==> src/rtl/sel_mux_gate.sv <==
// Registered select-and-gate output stage: per-channel two-source mux, enable mask,
// blanking window after every select change, idle flag and saturating activation count.
module sel_mux_gate #(
  parameter int                 NCH      = 4,
  parameter int                 GUARD    = 2,
  parameter logic [NCH-1:0]     MASK_RST = {NCH{1'b1}},
  parameter int                 CNT_W    = 8
) (
  input  logic             clk,
  input  logic             rst_n,
  input  logic             sel,
  input  logic [NCH-1:0]   src_a,
  input  logic [NCH-1:0]   src_b,
  input  logic             mask_wr,
  input  logic [NCH-1:0]   mask_data,
  input  logic             cnt_clr,
  output logic [NCH-1:0]   out,
  output logic             idle,
  output logic             busy,
  output logic [NCH-1:0]   mask,
  output logic [CNT_W-1:0] act_cnt
);

  localparam logic [3:0] GUARD_LD = 4'(GUARD);

  logic             sel_q, sel_d;
  logic [3:0]       gcnt_q, gcnt_d;
  logic [NCH-1:0]   mask_q, mask_d;
  logic [NCH-1:0]   out_q, out_d;
  logic [CNT_W-1:0] act_cnt_q, act_cnt_d;

  logic             chg;
  logic [NCH-1:0]   src_sel;
  logic             act_evt;

  assign chg     = (sel != sel_q);
  assign src_sel = sel_q ? src_a : src_b;

  // Window handling: a select change always (re)loads the guard and blanks this edge.
  always_comb begin
    sel_d  = sel_q;
    gcnt_d = gcnt_q;
    out_d  = out_q;
    if (chg) begin
      sel_d  = sel;
      gcnt_d = GUARD_LD;
      out_d  = '0;
    end else if (gcnt_q != 4'd0) begin
      gcnt_d = gcnt_q - 4'd1;
      out_d  = '0;
    end else begin
      out_d  = src_sel & mask_q;
    end
  end

  // Old mask gates this edge; a written mask only affects the following edge.
  always_comb begin
    mask_d = mask_q;
    if (mask_wr) begin
      mask_d = mask_data;
    end
  end

  assign act_evt = (out_q == '0) && (out_d != '0);

  always_comb begin
    act_cnt_d = act_cnt_q;
    if (cnt_clr) begin
      act_cnt_d = '0;
    end else if (act_evt && (act_cnt_q != {CNT_W{1'b1}})) begin
      act_cnt_d = act_cnt_q + 1'b1;
    end
  end

  always_ff @(posedge clk or negedge rst_n) begin
    if (!rst_n) begin
      sel_q     <= 1'b0;
      gcnt_q    <= 4'd0;
      mask_q    <= MASK_RST;
      out_q     <= '0;
      act_cnt_q <= '0;
    end else begin
      sel_q     <= sel_d;
      gcnt_q    <= gcnt_d;
      mask_q    <= mask_d;
      out_q     <= out_d;
      act_cnt_q <= act_cnt_d;
    end
  end

  assign out     = out_q;
  assign idle    = (out_q == '0);
  assign busy    = (gcnt_q != 4'd0);
  assign mask    = mask_q;
  assign act_cnt = act_cnt_q;

endmodule
==> config.mk <==
export PLATFORM = sky130hd
export DESIGN_NAME = sel_mux_gate
export DESIGN_NICKNAME = d
export VERILOG_FILES = /design/src/rtl/sel_mux_gate.sv
export SDC_FILE = /design/constraint.sdc
export NUM_CORES = 1
export LEC_CHECK = 0
export ABC_AREA = 0
export BUFFER_PORTS_ARGS = -buffer_cell sky130_fd_sc_hd__buf_2
export CAP_MARGIN = 20
export CORE_ASPECT_RATIO = 1.25
export CORE_MARGIN = 2
export CORE_UTILIZATION = 45
export DETAILED_ROUTE_END_ITERATION = 10
export HOLD_SLACK_MARGIN = 0.05
export PLACE_DENSITY = 0.72
export SLEW_MARGIN = 10
export SYNTH_ARGS = -nofsm -noshare
export SYNTH_HDL_FRONTEND = slang
export SYNTH_SLANG_ARGS = --single-unit
export TNS_END_PERCENT = 1
==> constraint.sdc <==
create_clock -name clk -period 3 [get_ports clk]
set_clock_uncertainty 0.2 [all_clocks]
set_input_delay 0.15 -clock clk [delete_from_list [all_inputs] [get_ports clk]]
set_output_delay 0.15 -clock clk [all_outputs]
set_load 0.01 [all_outputs]
==> flow_metrics.py, run 1 <==
metrics = {
    "outcome": {
        "outcome": "finished, final reports clean",
    },
    "critical_path": {
        "arrival_ns": 2.66,
        "worstSetupPathType": "reg2reg",
        "setup.worst_path.start_class": "flop",
        "cp_data_required_time_ns": 2.99,
        "end_kind": "flop",
        "worst-path-max-fanout": 8,
    },
    "die": {
        "rows": 19,
        "fp.dieW_um": 47.43,
        "core_area_um2": 2211,
        "boundaryPins": 35,
        "dieHeight_um": 58.29,
        "dieArea_um2": 2765,
        "initial_utilization": 0.4799,
    },
    "finish": {
        "fin_util": 0.6616,
        "drive_gt1_frac": 0.3377,
        "nFillCells": 189,
        "synthToLayoutAreaGrowth_pct": 37.85,
        "seqCellArea_um2": 530.5,
        "final_cells": 182,
        "diodes": 0,
        "fin_nets": 171,
        "multi_input_area_um2": 495.5,
    },
    "synthesis": {
        "synth_enable_flop_cells": 0,
        "synth_nets": 117,
        "ys_top_cells_by_area": "dfrtp_1, dfstp_2, mux2_2",
        "synth_top_area_cell": "dfrtp_1",
        "synth_area_um2": 1061,
        "ys.flop_type": "dfrtp_1",
        "yosysTopAreaCellShare": 0.4009,
        "syn_inst": 98,
        "yosys.cell_types.count": 32,
        "synth_most_common_cell": "dfrtp_1",
        "yosysSeqAreaShare": 0.5000,
        "avgSynthCellArea_um2": 10.83,
        "synth-seq-cells": 21,
        "async_flop_share": 1.000,
        "synthTopCellsByCount": "dfrtp_1, nor2_1, mux2_2",
        "ys.warnings.count": 0,
    },
    "sta": {
        "setup_viol": 0,
        "fin_crit_sh": 0.8892,
        "fin_crit_ns": 2.667,
        "relSlewSlack": 0.6993,
        "fmax_mhz": 374.9,
        "tns_ns": 0,
        "rsz0062_at_grt": "false",
        "setup_slack_ns": 0.3325,
        "drv_slew": 0,
        "finalHoldViolations": 0,
        "tightest_slew_ns": 0.4510,
    },
    "cts": {
        "ctsResizeCount": 0,
        "htreeDepth": 1,
        "clockBufferDepth": 2,
        "path_clk_slew_ns": 0.12,
        "worst_skew_pair.late_latency_ns": 0.30,
        "cts_made_buffers": 3,
        "cts_tree": "yes",
        "root_buffer": "clkbuf_4",
        "cts.sinks": 21,
    },
    "grt": {
        "grt_pass1_vias": 936,
        "grt_max_degree": 22,
        "grt_pass1_wl_um": 3988,
        "overflow": 0,
        "grt_use_total": 0.1984,
        "antenna_found_initial": 0,
    },
    "power": {
        "p_int_uw": 473.5,
        "switching_share": 0.3155,
        "p_leak_nw": 0.7157,
        "powerDensity_nw_per_um2": 473.0,
        "pwr-share-clk": 0.196,
        "power_frac_comb": 0.307,
        "ir_worst_vdd_v": 0.0003511,
        "p_switching_uw": 218.2,
        "pwr-share-seq": 0.497,
    },
    "placement": {
        "place_worst_setup_slack_ns": 0.3615,
        "dpl.cell_count": 159,
        "detailed_place_hpwl_um": 1561,
        "portBuffers": 34,
        "place.gp.congestion": 0.7623,
    },
    "drt": {
        "dr.first_iter.drc_count": 6,
        "routed_wl_um": 2257,
        "via_per_inst": 5.082,
        "wl_per_cell_um": 12.40,
        "vias": 925,
        "ant_nets": 0,
        "drc": 0,
        "first_pass_iters": 2,
    },
    "job": {
        "maxCapViolCount": 0,
    },
    "worst_hold_path": {
        "hp-class": "in2async",
    },
}
[worst max-delay path, stage by stage, from the launching register on]
cell	delay, ns
dfrtp_1	0.42
inv_1	0.06
ha_1	0.19
or3b_1	0.44
or2_1	0.35
a211oi_4	0.36
and3_1	0.23
mux2_1	0.31
[stage by stage]
stage	hold slack (ns)	instance area, µm²	total power [mW]
finish	0.1122	1463	0.6918
global route	0.1599	1463	0.7372
CTS	0.1264	1463	0.6948
detailed placement	-0.07092	1246	0.5360
global placement	-0.07369	1246	0.5240
floorplan	-0.3456	1061	0.4834
[registers in the layout, summed over array words and instances (netlist names)]
| register | cells |
|---|---|
| act_cnt | 8 |
| gcnt_q | 4 |
| mask | 4 |
| out | 4 |
| sel_q | 1 |
[layout by cell type (no fill, tap or decap), types with 3 or more instances in the layout]
cell type	count
mux2_1	4
dlygate4sd3_1	19
dfrtp_1	17
buf_2	34
dfstp_2	4
nand4_1	3
nand2_1	8
inv_1	3
clkbuf_4	3
nor2b_1	4
mux2_2	9
nor2_1	14
xnor2_1	3
[per-layer routing]
layer | part of all wire | up-vias | wire length, µm | track usage
li1 | - | 444 | - | -
met1 | 0.41 | 449 | 923 | 0.2394
met2 | 0.53 | 26 | 1204 | 0.3494
met3 | 0.039 | 6 | 87 | 0.02454
met4 | 0.019 | 0 | 42 | 0.06746
met5 | 0 | - | 0 | 0
[cell type report]
type | count | area share
inverters | 3 | 0.007699
flip-flops and latches | 21 | 0.3627
multi-input cells | 70 | 0.3388
repair buffers | 53 | 0.2464
clock buffers | 4 | 0.01796
well taps | 31 | 0.02652
[repair_timing]
action | CTS | global route
buffers inserted | 0 | 0
hold buffers | 19 | 0
hold endpoints to repair | 37 | 0
[worst paths after layout]
path                               to       from  cells after the start  slack, ns
max in group asynchronous     mask[3]      rst_n                      2       2.15
min in group clk               out[0]    mask[0]                      2       0.31
max                        act_cnt[3]  gcnt_q[0]                      7       0.33
max reg2reg                act_cnt[3]  gcnt_q[0]                      7       0.33
min                            out[3]      rst_n                      2       0.11
min reg2reg                    out[0]    mask[0]                      2       0.31
[power groups by stage]
stage	registers (mW)	logic [mW]	clock network [mW]
after floorplan	0.350	0.134	0
after global placement	0.346	0.178	0
after detailed placement	0.349	0.187	0
after CTS	0.344	0.213	0.138
after global routing	0.349	0.240	0.148
final	0.344	0.212	0.136
[logic make-up (layout without fill, tap and decap cells)]
| kind of cell | Yosys count | after routing | synth area share |
|---|---|---|---|
| AND/OR/NAND/NOR | 41 | 41 | 0.1922 |
| flip-flops | 21 | 21 | 0.5000 |
| multiplexers | 14 | 14 | 0.1474 |
| AO/OA/AOI/OAI | 9 | 9 | 0.07075 |
| buffers and inverters | 7 | 60 | 0.03302 |
| XOR/XNOR | 4 | 4 | 0.03302 |
| adder cells (fa/ha/maj) | 2 | 2 | 0.02358 |
No activity file was read; power rests on OpenSTA's default activity.
==> run 2: changes to the inputs <==
BUFFER_PORTS_ARGS = -buffer_cell sky130_fd_sc_hd__buf_4   (was -buffer_cell sky130_fd_sc_hd__buf_2)
==> flow_metrics.py, run 2 (synthesis results as in run 1) <==
metrics = {
    "outcome": {
        "outcome": "finished, final reports clean",
    },
    "sta": {
        "rsz0062_at_grt": "false",
        "fmax_mhz": 372.1,
        "drv_slew": 0,
        "fin_crit_ns": 2.688,
        "fin_crit_sh": 0.8959,
        "relSlewSlack": 0.6886,
        "tightest_slew_ns": 0.4622,
        "finalHoldViolations": 0,
        "setup_viol": 0,
        "tns_ns": 0,
    },
    "drt": {
        "first_pass_iters": 4,
        "dr.first_iter.drc_count": 11,
        "wl_per_cell_um": 12.99,
        "vias": 921,
        "drc": 0,
        "via_per_inst": 5.060,
        "routed_wl_um": 2365,
        "ant_nets": 0,
    },
    "die": {
        "dieHeight_um": 58.29,
        "core_area_um2": 2211,
        "fp.dieW_um": 47.43,
        "initial_utilization": 0.4799,
        "boundaryPins": 35,
        "dieArea_um2": 2765,
        "rows": 19,
    },
    "worst_hold_path": {
        "hp-class": "in2async",
    },
    "placement": {
        "portBuffers": 34,
        "postPlaceCellArea_um2": 1331,
        "detailed_place_hpwl_um": 1644,
        "place.gp.congestion": 0.7763,
    },
    "critical_path": {
        "path_cells": "inv_1 > ha_1 > or3b_1 > or2_1 > a211oi_4 > and3_1 > mux2_1",
        "worst-path-buf-inv": 1,
        "crit-reg2reg-launch": "gcnt_q[0]",
        "arrival_ns": 2.67,
        "end_kind": "flop",
        "slowest_delay_ns": 0.44,
        "cp-startpoint": "gcnt_q[0]",
        "worst-path-max-fanout": 8,
        "worstSetupPathType": "reg2reg",
        "cp_data_required_time_ns": 2.99,
        "crit_family": "simple AND/OR/NAND/NOR gates",
        "setup.worst_path.start_class": "flop",
        "critical-path-slowest-cell": "or3b_1",
    },
    "grt": {
        "overflow": 0,
        "grt_max_degree": 22,
        "grt_pass1_wl_um": 4119,
        "grt_use_total": 0.2062,
        "antenna_found_initial": 0,
        "grt_pass1_vias": 952,
    },
    "cts": {
        "cts_tree": "yes",
        "path_clk_slew_ns": 0.11,
        "root_buffer": "clkbuf_4",
        "clockBufferDepth": 2,
        "ctsResizeCount": 0,
        "cts.sinks": 21,
        "cts_made_buffers": 3,
        "htreeDepth": 1,
        "worst_skew_pair.late_latency_ns": 0.29,
    },
    "finish": {
        "nFillCells": 166,
        "largest_reg_flops": 8,
        "layout_commonest_cell": "buf_4",
        "final_cell_mix": "buf_4, dlygate4sd3_1, dfrtp_1",
        "fin_nets": 171,
        "drive_gt1_frac": 0.3377,
        "final_cell_area_um2": 1548,
        "fin_util": 0.7001,
        "diodes": 0,
        "synthToLayoutAreaGrowth_pct": 45.87,
    },
    "power": {
        "ir_worst_vdd_v": 0.0003915,
        "p_leak_nw": 0.7348,
        "powerDensity_nw_per_um2": 455.2,
    },
    "job": {
        "maxCapViolCount": 0,
    },
}
[run 2: cell counts in the layout (fill, tap and decap cells not counted)]
No cell type changed its count.
[run 2: layer usage]
metal | wire length (µm) | up-vias | part of all wire | track usage
met3 | 68 | 2 | 0.029 | 0.02147
met1 | 965 | 451 | 0.41 | 0.2637
met5 | 0 | - | 0 | 0
met4 | 21 | 0 | 0.0089 | 0.06746
li1 | - | 447 | - | -
met2 | 1309 | 21 | 0.55 | 0.3533
[run 2: layout make-up]
| cell class | instances | area [µm²] | area share |
|---|---|---|---|
| multi-input combinational | 70 | 495.5 | 0.3201 |
| sequential | 21 | 530.5 | 0.3428 |
| timing repair buffer | 53 | 445.4 | 0.2878 |
| inverter | 3 | 11.26 | 0.007276 |
| tap | 31 | 38.79 | 0.02506 |
| clock buffer | 4 | 26.28 | 0.01698 |
[run 2: timing repair]
action / 4_1_cts / 5_1_grt
hold endpoints to repair: 38 / 0
hold buffers: 19 / 0
setup buffers: 0 / 0
[run 2: path summary, 6_finish.rpt]
path	end	slack, ns	depth (start not counted)
setup reg to reg	act_cnt[3]	0.31	7
hold reg to reg	out[1]	0.31	2
setup / recovery	act_cnt[3]	0.31	7
hold / removal	act_cnt[0]	0.05	2
max in group asynchronous	mask[2]	2.28	2
min in group clk	out[1]	0.31	2
[run 2: power breakdown]
part           leakage [nW]  internal [mW]  switching (mW)  total [mW]
combinational         0.449          0.120           0.108       0.228
sequential            0.271          0.317          0.0267       0.344
clock                0.0150         0.0516          0.0808       0.132
[run 2: worst reg2reg max path: cells and delay by family (launching register included)]
family	cells	cell delay [ns]
compound gates	1	0.36
fa+ha+maj	1	0.20
mux	1	0.32
buf+inv	1	0.07
flops	1	0.41
simple gates	3	1.03
[run 2: metrics by stage]
| stage | std cells | hold slack (ns) | power (mW) | setup slack [ns] |
|---|---|---|---|---|
| global route | 182 | 0.06657 | 0.7560 | 0.1762 |
| floorplan | 98 | -0.3456 | 0.4834 | 0.4126 |
| global placement | 159 | -0.1540 | 0.5424 | 0.3975 |
| finish | 182 | 0.05005 | 0.7046 | 0.3122 |
| CTS | 182 | 0.05969 | 0.7107 | 0.3030 |
| detailed placement | 159 | -0.1498 | 0.5521 | 0.3286 |
==> run 3: changes to the inputs <==
PLACE_DENSITY = 0.76   (was 0.72)
SKIP_LAST_GASP = 1   (was default)
==> flow_metrics.py, run 3 (synthesis results as in run 1) <==
metrics = {
    "die": {
        "boundaryPins": 35,
        "dieHeight_um": 58.29,
        "rows": 19,
        "core_area_um2": 2211,
        "initial_utilization": 0.4799,
        "fp.dieW_um": 47.43,
        "dieArea_um2": 2765,
    },
    "finish": {
        "final_cell_area_um2": 1569,
        "diodes": 0,
        "multi_input_area_um2": 495.5,
        "seqCellArea_um2": 530.5,
        "final_cell_mix": "buf_4, dlygate4sd3_1, dfrtp_1",
        "drive_gt1_frac": 0.3399,
        "largest_reg_flops": 8,
        "fin_nets": 173,
        "nFillCells": 157,
        "synthToLayoutAreaGrowth_pct": 47.88,
        "fin_util": 0.7097,
        "layout_commonest_cell": "buf_4",
        "final_cells": 184,
    },
    "power": {
        "p_leak_nw": 0.7459,
        "ir_worst_vdd_v": 0.0003917,
        "power_uw": 708.5,
        "powerDensity_nw_per_um2": 451.5,
    },
    "critical_path": {
        "worst-path-max-fanout": 8,
        "cp_data_required_time_ns": 3.00,
        "r2r_slack_ns": 0.29,
        "crit-reg2reg-launch": "gcnt_q[0]",
        "reg2reg_depth": 7,
        "end_kind": "flop",
        "r2r_end": "act_cnt[3]",
        "path_cells": "inv_1 > ha_1 > or3b_1 > or2_1 > a211oi_4 > and3_1 > mux2_1",
        "arrival_ns": 2.70,
        "critical-path-slowest-cell": "or3b_1",
        "worstSetupPathType": "reg2reg",
        "setup.worst_path.start_class": "flop",
        "slowest_delay_ns": 0.44,
    },
    "sta": {
        "setup_viol": 0,
        "drv_slew": 0,
        "tightest_slew_ns": 0.5692,
        "relSlewSlack": 0.6193,
        "whs_ns": 0.3044,
        "setup_slack_ns": 0.2946,
        "fmax_mhz": 369.6,
        "tns_ns": 0,
        "fin_crit_ns": 2.705,
        "finalHoldViolations": 0,
        "fin_crit_sh": 0.9018,
        "rsz0062_at_grt": "false",
    },
    "worst_hold_path": {
        "min_path_cells": 2,
        "hold_end": "sel_q",
        "hp-class": "in2reg",
        "min_from": "sel",
    },
    "drt": {
        "wl_per_cell_um": 13.48,
        "drc": 0,
        "via_per_inst": 5.049,
        "first_pass_iters": 4,
        "routed_wl_um": 2481,
        "dr.first_iter.drc_count": 9,
        "ant_nets": 0,
        "vias": 929,
    },
    "grt": {
        "grt_pass1_wl_um": 4360,
        "grt_pass1_vias": 970,
        "antenna_found_initial": 0,
        "grt_max_degree": 14,
        "grt_use_total": 0.2237,
        "overflow": 0,
    },
    "placement": {
        "postPlaceCellArea_um2": 1331,
        "place_worst_setup_slack_ns": 0.3338,
        "detailed_place_hpwl_um": 1575,
        "dpl.cell_count": 159,
        "portBuffers": 34,
        "place.gp.congestion": 0.7039,
    },
    "cts": {
        "ctsResizeCount": 0,
        "cts_tree": "yes",
        "root_buffer": "clkbuf_4",
        "cts_hold_repair.buffers": 21,
        "worst_skew_pair.late_latency_ns": 0.31,
        "clockBufferDepth": 2,
        "post_cts_buffers": 0,
        "cts_made_buffers": 3,
        "path_clk_slew_ns": 0.12,
        "cts.sinks": 21,
        "htreeDepth": 1,
    },
    "outcome": {
        "outcome": "finished, final reports clean",
    },
    "job": {
        "maxCapViolCount": 0,
    },
}
==> run 3: changes by cell type in the layout (fill, tap and decap cells not counted), sizes merged <==
cell,previous run,this run
clkbuf,4,3
clkinv,0,1
dlygate4sd3,19,21
==> run 3: power breakdown <==
part | switching (mW) | leakage [nW] | internal [mW] | total (mW)
Sequential | 0.0259 | 0.271 | 0.317 | 0.343
Clock | 0.0861 | 0.0177 | 0.0499 | 0.136
Combinational | 0.107 | 0.457 | 0.122 | 0.229
==> run 3: worst max-delay path: cells and delay by family (launching register included) <==
| family | cells | cell delay, ns |
|---|---|---|
| AND/OR/NAND/NOR | 3 | 1.04 |
| adder cells (fa/ha/maj) | 1 | 0.19 |
| buffers and inverters | 1 | 0.06 |
| flip-flops | 1 | 0.42 |
| multiplexers | 1 | 0.31 |
| AO/OA/AOI/OAI | 1 | 0.37 |
==> run 3: how the worst max path moves through the flow <==
stage / start / endpoint / cells past startpoint
2_1_floorplan: gcnt_q[0] / act_cnt[3] / 9
3_3_place_gp: gcnt_q[0] / act_cnt[3] / 7
3_5_place_dp: gcnt_q[0] / act_cnt[3] / 7
4_1_cts: gcnt_q[0] / act_cnt[3] / 7
5_1_grt: gcnt_q[0] / act_cnt[3] / 7
6_report: gcnt_q[0] / act_cnt[3] / 7
==> run 3: layout make-up <==
| cell class | count | area share |
|---|---|---|
| multi-input cells | 70 | 0.3158 |
| repair buffers | 55 | 0.2967 |
| clock buffers | 3 | 0.01435 |
| well taps | 31 | 0.02472 |
| clock inverters | 1 | 0.003190 |
| flip-flops and latches | 21 | 0.3381 |
| inverters | 3 | 0.007177 |
==> run 3: layer usage <==
layer / track usage / up-vias / routed length (µm)
li1: - / 453 / -
met1: 0.2668 / 451 / 972
met2: 0.3822 / 18 / 1365
met3: 0.02454 / 7 / 69
met4: 0.1111 / 0 / 74
met5: 0 / - / 0
